`config.mk`:
```
export PLATFORM = sky130hd
export DESIGN_NAME = mul_shift_add_64
export DESIGN_NICKNAME = d
export VERILOG_FILES = /design/src/rtl/mul_shift_add_64.sv
export SDC_FILE = /design/constraint.sdc
export NUM_CORES = 1
export LEC_CHECK = 0
export BUFFER_PORTS_ARGS = -buffer_cell sky130_fd_sc_hd__buf_2
export CORE_ASPECT_RATIO = 1.25
export CORE_MARGIN = 3
export CORE_UTILIZATION = 50
export CTS_CLUSTER_SIZE = 28
export DETAILED_ROUTE_END_ITERATION = 10
export GPL_TIMING_DRIVEN = 0
export PLACE_DENSITY_LB_ADDON = 0.05
export SYNTH_ARGS = -nofsm -noshare
export SYNTH_HDL_FRONTEND = slang
export SYNTH_SLANG_ARGS = --single-unit
```
`constraint.sdc`:
```
create_clock -name clk -period 15 [get_ports clk]
set_input_delay 1.5 -clock clk [delete_from_list [all_inputs] [get_ports clk]]
set_output_delay 1.5 -clock clk [all_outputs]
set_load 0.005 [all_outputs]
```
`src/rtl/mul_shift_add_64.sv`:
```
// Multi-cycle 32x32->64 shift-and-add multiplier for the EX stage, plus the
// carry-select adder it iterates through (one partial product per cycle).

module carry_select_adder_16bit #(
    parameter int W = 64
) (
    input  logic [W-1:0] a,
    input  logic [W-1:0] b,
    input  logic         cin,
    output logic [W-1:0] sum
);
    localparam int BLK = 16;
    localparam int NB  = W / BLK;

    logic [NB:0] carry;
    assign carry[0] = cin;

    genvar g;
    generate
        for (g = 0; g < NB; g++) begin : g_blk
            logic [BLK:0] sum0;
            logic [BLK:0] sum1;
            // Both carry-in hypotheses are precomputed; the real carry only selects.
            assign sum0 = {1'b0, a[g*BLK +: BLK]} + {1'b0, b[g*BLK +: BLK]};
            assign sum1 = {1'b0, a[g*BLK +: BLK]} + {1'b0, b[g*BLK +: BLK]} + {{BLK{1'b0}}, 1'b1};
            assign sum[g*BLK +: BLK] = carry[g] ? sum1[BLK-1:0] : sum0[BLK-1:0];
            assign carry[g+1]        = carry[g] ? sum1[BLK] : sum0[BLK];
        end
    endgenerate
endmodule

module mul_shift_add_64 #(
    parameter bit SIGNED_EN = 1'b1,
    parameter int OP_W      = 32
) (
    input  logic                clk,
    input  logic                rst_n,
    input  logic                start,
    input  logic                flush,
    input  logic                signed_op,
    input  logic [OP_W-1:0]     op_a,
    input  logic [OP_W-1:0]     op_b,
    output logic                busy,
    output logic                done,
    output logic [2*OP_W-1:0]   product
);
    localparam int PW    = 2 * OP_W;
    localparam int CNT_W = $clog2(OP_W);
    localparam logic [CNT_W-1:0] LAST = CNT_W'(OP_W - 1);

    localparam logic [1:0] IDLE = 2'd0;
    localparam logic [1:0] RUN  = 2'd1;
    localparam logic [1:0] FIX  = 2'd2;

    logic [1:0]       state;
    logic [CNT_W-1:0] cnt;
    logic [PW-1:0]    acc;
    logic [PW-1:0]    mcand;
    logic [OP_W-1:0]  mplier;
    logic             neg;

    logic             sgn;
    logic [OP_W-1:0]  mag_a;
    logic [OP_W-1:0]  mag_b;

    logic [PW-1:0]    add_a;
    logic [PW-1:0]    add_b;
    logic             add_cin;
    logic [PW-1:0]    add_sum;

    // 0x8000_0000 negates to itself, which is the correct unsigned magnitude.
    assign sgn   = signed_op & SIGNED_EN;
    assign mag_a = (sgn && op_a[OP_W-1]) ? (~op_a + {{(OP_W-1){1'b0}}, 1'b1}) : op_a;
    assign mag_b = (sgn && op_b[OP_W-1]) ? (~op_b + {{(OP_W-1){1'b0}}, 1'b1}) : op_b;

    // The single adder accumulates in RUN and two's-complements the result in FIX.
    always_comb begin
        add_a   = acc;
        add_b   = mcand;
        add_cin = 1'b0;
        if (state == FIX) begin
            add_a   = ~acc;
            add_b   = '0;
            add_cin = 1'b1;
        end
    end

    carry_select_adder_16bit #(.W(PW)) u_adder (
        .a   (add_a),
        .b   (add_b),
        .cin (add_cin),
        .sum (add_sum)
    );

    assign busy = (state != IDLE);

    always_ff @(posedge clk or negedge rst_n) begin
        if (!rst_n) begin
            state   <= IDLE;
            cnt     <= '0;
            acc     <= '0;
            mcand   <= '0;
            mplier  <= '0;
            neg     <= 1'b0;
            done    <= 1'b0;
            product <= '0;
        end else if (flush && state != IDLE) begin
            state <= IDLE;
            done  <= 1'b0;
        end else begin
            case (state)
                IDLE: begin
                    done <= 1'b0;
                    if (start && !flush) begin
                        state  <= RUN;
                        cnt    <= '0;
                        acc    <= '0;
                        mcand  <= {{OP_W{1'b0}}, mag_a};
                        mplier <= mag_b;
                        neg    <= sgn & (op_a[OP_W-1] ^ op_b[OP_W-1]);
                    end
                end
                RUN: begin
                    if (mplier[0]) acc <= add_sum;
                    mcand  <= {mcand[PW-2:0], 1'b0};
                    mplier <= {1'b0, mplier[OP_W-1:1]};
                    cnt    <= cnt + {{(CNT_W-1){1'b0}}, 1'b1};
                    if (cnt == LAST) state <= FIX;
                end
                FIX: begin
                    product <= neg ? add_sum : acc;
                    done    <= 1'b1;
                    state   <= IDLE;
                end
                default: state <= IDLE;
            endcase
        end
    end
endmodule
```
**After elaboration in Yosys (flattened, before gate mapping)**

Cells that the tools add are included.

- Output and inout bits: 66
- Register bits: 233

- Reductions and logical operators: 14
- Add/sub/neg operators: 11
- Muxes and demuxes: 28
- Eq/ne operators: 7
- Bitwise gates (word level): 6

Operator list:

| kind | count |
|---|---|
| two-way mux 64 bit | 6 |
| one-hot mux 64 bit (2 select lines) | 2 |
| two-way mux 32 bit | 3 |
| adder 32 x 1 -> 32 bit (second input constant) | 2 |
| two-way mux 16 bit | 4 |
| inverter 32 bit | 2 |
| inverter 64 bit | 1 |
| one-hot mux 32 bit (2 select lines) | 1 |
| adder 16 x 16 -> 17 bit | 3 |
| adder 17 x 1 -> 17 bit (second input constant) | 3 |
| adder 16 x 1 -> 16 bit (second input constant) | 1 |
| adder 16 bit | 1 |
| one-hot mux 5 bit (2 select lines) | 1 |
| two-way mux 2 bit | 3 |
| != test 3 bit (second input constant) | 2 |
| AND reduction 3 bit | 2 |
| adder 5 x 1 -> 5 bit (second input constant) | 1 |
| == test 5 bit (second input constant) | 1 |
| two-way mux 1 bit | 5 |
| two-way mux 5 bit | 1 |
| logical AND 1 bit | 4 |
| != test 2 bit (second input constant) | 2 |
| one-hot mux 2 bit (2 select lines) | 1 |
| AND reduction 2 bit | 2 |
| 11 further kinds | 12 |

**Depth between registers and ports, before layout**

- Depth in word-level cells: 10
- Mapped depth: 21
- Gate-level depth less buffers: 18

**Hierarchy**

From an unflattened synthesis, not the netlist that was laid out.

- Cells, all modules: 2,094
- Area, all modules: 17,097.6 um^2

Modules (own cells, without submodules):

| module | times used | area each (um^2) | cells each |
|---|---|---|---|
| mul_shift_add_64 | 1 | 12,265.5 | 1,415 |
| carry_select_adder_16bit | 1 | 4,832.1 | 679 |

**Least setup slack after synthesis**

Ideal clock, no wire load.

- Path kind: register -> register
- Start point: register state[0]
- End point: register acc[60]
- Cell stages (with the launch flop): 20
- Path buffers: 3
- Clock period less this slack: 5.561 ns
- Arrival time: 5.492 ns
- Setup slack: 9.439 ns
- Cell sequence: dfrtp_1 nor2b_1 clkbuf_1 clkbuf_1 buf_1 xor2_1 fa_1 a211oi_2 nor2_1 o211a_1 a221o_1 or4b_1 nand3_2 and4_1 o21a_4 xor2_4 a31oi_4 or4_4 or3_1 nand3_1

- Word-level cells in the longest chain between the ends: 10
- Elaborated cells between the ends (all ways): 27

RTL lines:

| what | RTL line | RTL |
|---|---|---|
| from (decl) | 55 | `logic [1:0] state;` |
| from (signal assigned) | 99 | `state <= IDLE;` |
| from (signal assigned) | 108 | `state <= IDLE;` |
| from (signal assigned) | 115 | `state <= RUN;` |
| == test 2 bit | 81 | `if (state == FIX) begin` |
| two-way mux 64 bit | 81 |  |
| adder 16 x 16 -> 17 bit | 24, 25 |  |
| adder 17 x 1 -> 17 bit | 25 | `assign sum1 = {1'b0, a[g*BLK +: BLK]} + {1'b0, b[g*BLK +: BLK]} + {{BLK{1'b0}}, 1'b1};` |
| two-way mux 1 bit (3 in a row) | 27 | `assign carry[g+1] = carry[g] ? sum1[BLK] : sum0[BLK];` |
| two-way mux 16 bit | 26 | `assign sum[g*BLK +: BLK] = carry[g] ? sum1[BLK-1:0] : sum0[BLK-1:0];` |
| two-way mux 64 bit | 124 | `if (mplier[0]) acc <= add_sum;` |
| one-hot mux 64 bit (2 select lines) | 111 | `case (state)` |
| to (signal assigned) | 124 |  |
| to (decl) | 57 | `logic [PW-1:0] acc;` |

Parallel ways exist; a longest one is shown, timed or not. The select of a mux whose other input is x is not followed.
A chain may end at the register's enable or synchronous reset.

**Final worst setup path**

- Start point: register state[0]
- End point: register product[57]

- Word-level cells in the longest chain between the ends: 9
- Elaborated cells between the ends (all ways): 21

RTL lines:

| what | RTL line | RTL |
|---|---|---|
| == test 2 bit | 81, 111 |  |
| two-way mux 64 bit | 81 |  |
| adder 16 x 16 -> 17 bit | 24, 25 |  |
| adder 17 x 1 -> 17 bit | 25 |  |
| two-way mux 1 bit (3 in a row) | 27 |  |
| two-way mux 16 bit | 26 |  |
| two-way mux 64 bit | 131 | `product <= neg ? add_sum : acc;` |
| to (signal assigned) | 131 |  |
| to (decl) | 45 | `output logic [2*OP_W-1:0] product` |

Parallel ways exist; a longest one is shown, timed or not.

==> flow_summary.ini <==
[run_status]
status = finished, final reports clean

[timing]
tightest_slew_ns = 1.028
post-route-period-util_pct = 48.40
setup_tns_ns = 0
fmax_ghz = 0.1378
rsz0062_at_grt = false
hold_violations = 0
fin_ws_ns = 7.741
setup_viol = 0
fin_worst_skew_ns = 0.01395
max_slew_margin_pct = 31.48
period_minus_slack_ns = 7.260
final-max-slew-violation-count = 0

[placed_design]
dp_slack_ns = 7.709
numPortBuffers = 134
dpl.cell_count = 2642
dp_hpwl_um = 40290
placed_area_um2 = 18000
gp_congestion = 0.9066

[yosys]
ys_types = 73
synth_edf_count = 0
synthCells = 2088
ys_ff_latch = 233
netlist_area_um2 = 16730
ys.warnings.count = 0
ys.flop_type = dfrtp_1
synth_nets = 2232
synth_area_per_cell_um2 = 8.014
ys_seq_area_share_pct = 34.85
synthArstFlopShare_pct = 100.0

[final_layout]
post-route-util_pct = 57.56
fin_nets = 2397
antenna_cells = 0
nFillCells = 3134
fin_cells = 2688
design_area_um2 = 18920
area_growth_pct = 13.06
drive_gt1_share_pct = 9.251

[detailed_routing]
first_pass_iters = 7
wl_per_cell_um = 19.52
drc_errors = 0
drt_iter0_drc = 851
wl_um = 52470
vias = 15547
ant_nets = 0
vias_per_cell = 5.784

[grt]
grtUsageTotal_pct = 29.10
antenna_found_initial = 0
grt_pass1_wl_um = 82730
grt_max_degree = 97
grt_pass1_vias = 15607
grt_overflow = 0

[floorplanning]
ios = 135
die_h_um = 210.5
start_util_pct = 50.91
die_area_um2 = 35710
die_w_um = 169.6
fp-row-count = 74
coreArea_um2 = 32870

[cts]
clkSlewWorstSetupHoldPaths_ns = 0.06
cts_sinks = 233
clockRootBuffer = clkbuf_16
cts_resized = 0
cts_setup_buffers = 0
clk_path_buf_depth = 3
numCtsBuffers = 27
hold_buffers = 0
h-tree-depth = 1
cts_tree = done
clock_latency_ns = 0.56

[power_and_ir_drop]
swShare_pct = 38.54
internal_power_mw = 1.504
p_sw_mw = 0.9429
p_per_area_nw_per_um2 = 129.3
seqPwrFrac_pct = 32.6
p_leak_nw = 9.060
ir_drop_mv = 0.08706
comb_power_share_pct = 38.8
p_clk_share_pct = 28.6

[setup_path]
worstSetupEndpointType = register
required_ns = 15.45
critPathKind = reg -> reg
arrival_ns = 7.71
startpoint_type = register
r2r_cells = 20
crit_fanout = 10

[flow_run]
maxCapViolations = 0

[min_path]
whs_path_depth = 2
hold_path_class = reg -> reg
==> layout by cell type (no fill, tap or decap), types with 8 or more instances in the layout <==
master | synthesis | routed
a211oi_1 | 19 | 19
a21o_1 | 19 | 19
a21oi_1 | 168 | 168
a31oi_1 | 15 | 15
and2_1 | 16 | 16
and3_1 | 35 | 35
and4_1 | 8 | 8
buf_1 | 11 | 11
buf_2 | 3 | 136
clkbuf_1 | 102 | 106
clkbuf_16 | 0 | 27
dfrtp_1 | 233 | 233
ha_1 | 71 | 71
inv_1 | 40 | 40
mux2i_1 | 21 | 21
nand2_1 | 316 | 316
nand2b_1 | 12 | 12
nand3_1 | 83 | 83
nand4_1 | 21 | 21
nor2_1 | 167 | 167
nor2b_1 | 77 | 77
nor3_1 | 35 | 35
nor3b_1 | 9 | 8
nor4_1 | 12 | 12
o211ai_1 | 16 | 16
o21ai_0 | 212 | 212
o31ai_1 | 27 | 27
or3_1 | 21 | 21
xnor2_1 | 90 | 90
xor2_1 | 117 | 117
==> sequential cells by signal (all words and copies together), names as in the netlist <==
register and count:
mplier 32, acc 64, state 2, done 1
product 64, mcand 64, cnt 5, neg 1
==> logic make-up after synthesis <==
logic type                 count (synthesis)  share of synthesized area (%)
AOI/OAI and AO/OA                        547                          19.35
xor gates and xnor gates                 208                          11.00
adders and majority gates                 75                          5.788
buffers and inverters                    158                          3.574
DFF                                      233                          34.85
muxes                                     25                          1.525
and+or+nand+nor                          842                          23.91
==> synth_stat cells (40+ instances only) <==
cell	instances	area share, %
o21ai_0	212	6.3
ha_1	71	5.3
nor2_1	167	3.7
nor2b_1	77	2.9
nand3_1	83	2.5
xor2_1	117	6.1
nand2_1	316	7.1
inv_1	40	0.90
xnor2_1	90	4.7
a21oi_1	168	5.0
dfrtp_1	233	35
clkbuf_1	102	2.3
==> path summary, 6_finish.rpt <==
path | to | start | slack [ns]
min | product[50]$_DFFE_PN0P_ | product[50]$_DFFE_PN0P_ | 0.47
min reg2reg | product[50]$_DFFE_PN0P_ | product[50]$_DFFE_PN0P_ | 0.47
max in group asynchronous | acc[6]$_DFFE_PN0P_ | rst_n | 13.27
min in group asynchronous | product[39]$_DFFE_PN0P_ | rst_n | 0.87
max reg2reg | product[57]$_DFFE_PN0P_ | state[0]$_DFFE_PN0P_ | 7.74
max | product[57]$_DFFE_PN0P_ | state[0]$_DFFE_PN0P_ | 7.74
==> per-stage QoR <==
step / hold slack, ns / power, mW
final: 0.4686 / 2.446
after global routing: 0.4976 / 2.601
after CTS: 0.4731 / 2.453
after detailed placement: 0.4609 / 1.749
after global placement: 0.4556 / 1.723
after floorplan: 0.4394 / 1.474
==> power by group through the flow <==
stage | combinational (mW) | clock (mW) | sequential, mW
3_3_place_gp | 0.921 | 0 | 0.802
2_1_floorplan | 0.690 | 0 | 0.784
5_1_grt | 1.06 | 0.734 | 0.809
6_report | 0.949 | 0.701 | 0.797
4_1_cts | 0.946 | 0.711 | 0.797
3_5_place_dp | 0.942 | 0 | 0.806
==> critical path: stages, from the launching register on <==
cell,delay (ns)
dfrtp_1,0.44
nor2b_1,0.19
clkbuf_1,0.59
clkbuf_1,0.68
buf_1,0.60
xor2_1,0.23
fa_1,0.53
a211oi_2,0.30
nor2_1,0.17
o211a_1,0.31
a221o_1,0.37
or4b_1,0.50
nand3_2,0.11
and4_1,0.23
o21a_4,0.18
xor2_4,0.36
nand4_1,0.41
clkbuf_1,0.36
a31oi_1,0.28
nor3_1,0.08
o31ai_1,0.22
==> per-layer routing <==
metal | global-route usage (%) | vias to the layer above | wire, um
li1 | - | 7619 | -
met1 | 33.77 | 7422 | 20800
met2 | 53.91 | 390 | 27170
met3 | 3.283 | 116 | 2285
met4 | 12.30 | 0 | 2211
met5 | 0 | - | 0
==> cell type report <==
class	instances	area [um^2]	share of cell area, %
Buffer	117	444.2	2.348
Clock buffer	37	773.2	4.087
Clock inverter	9	148.9	0.7870
Inverter	41	153.9	0.8135
Multi-Input combinational cell	1697	10310	54.49
Sequential cell	233	5831	30.82
Tap cell	418	523.0	2.765
Timing Repair Buffer	136	735.7	3.889
Note: power is estimated with default switching activity, not from simulation.
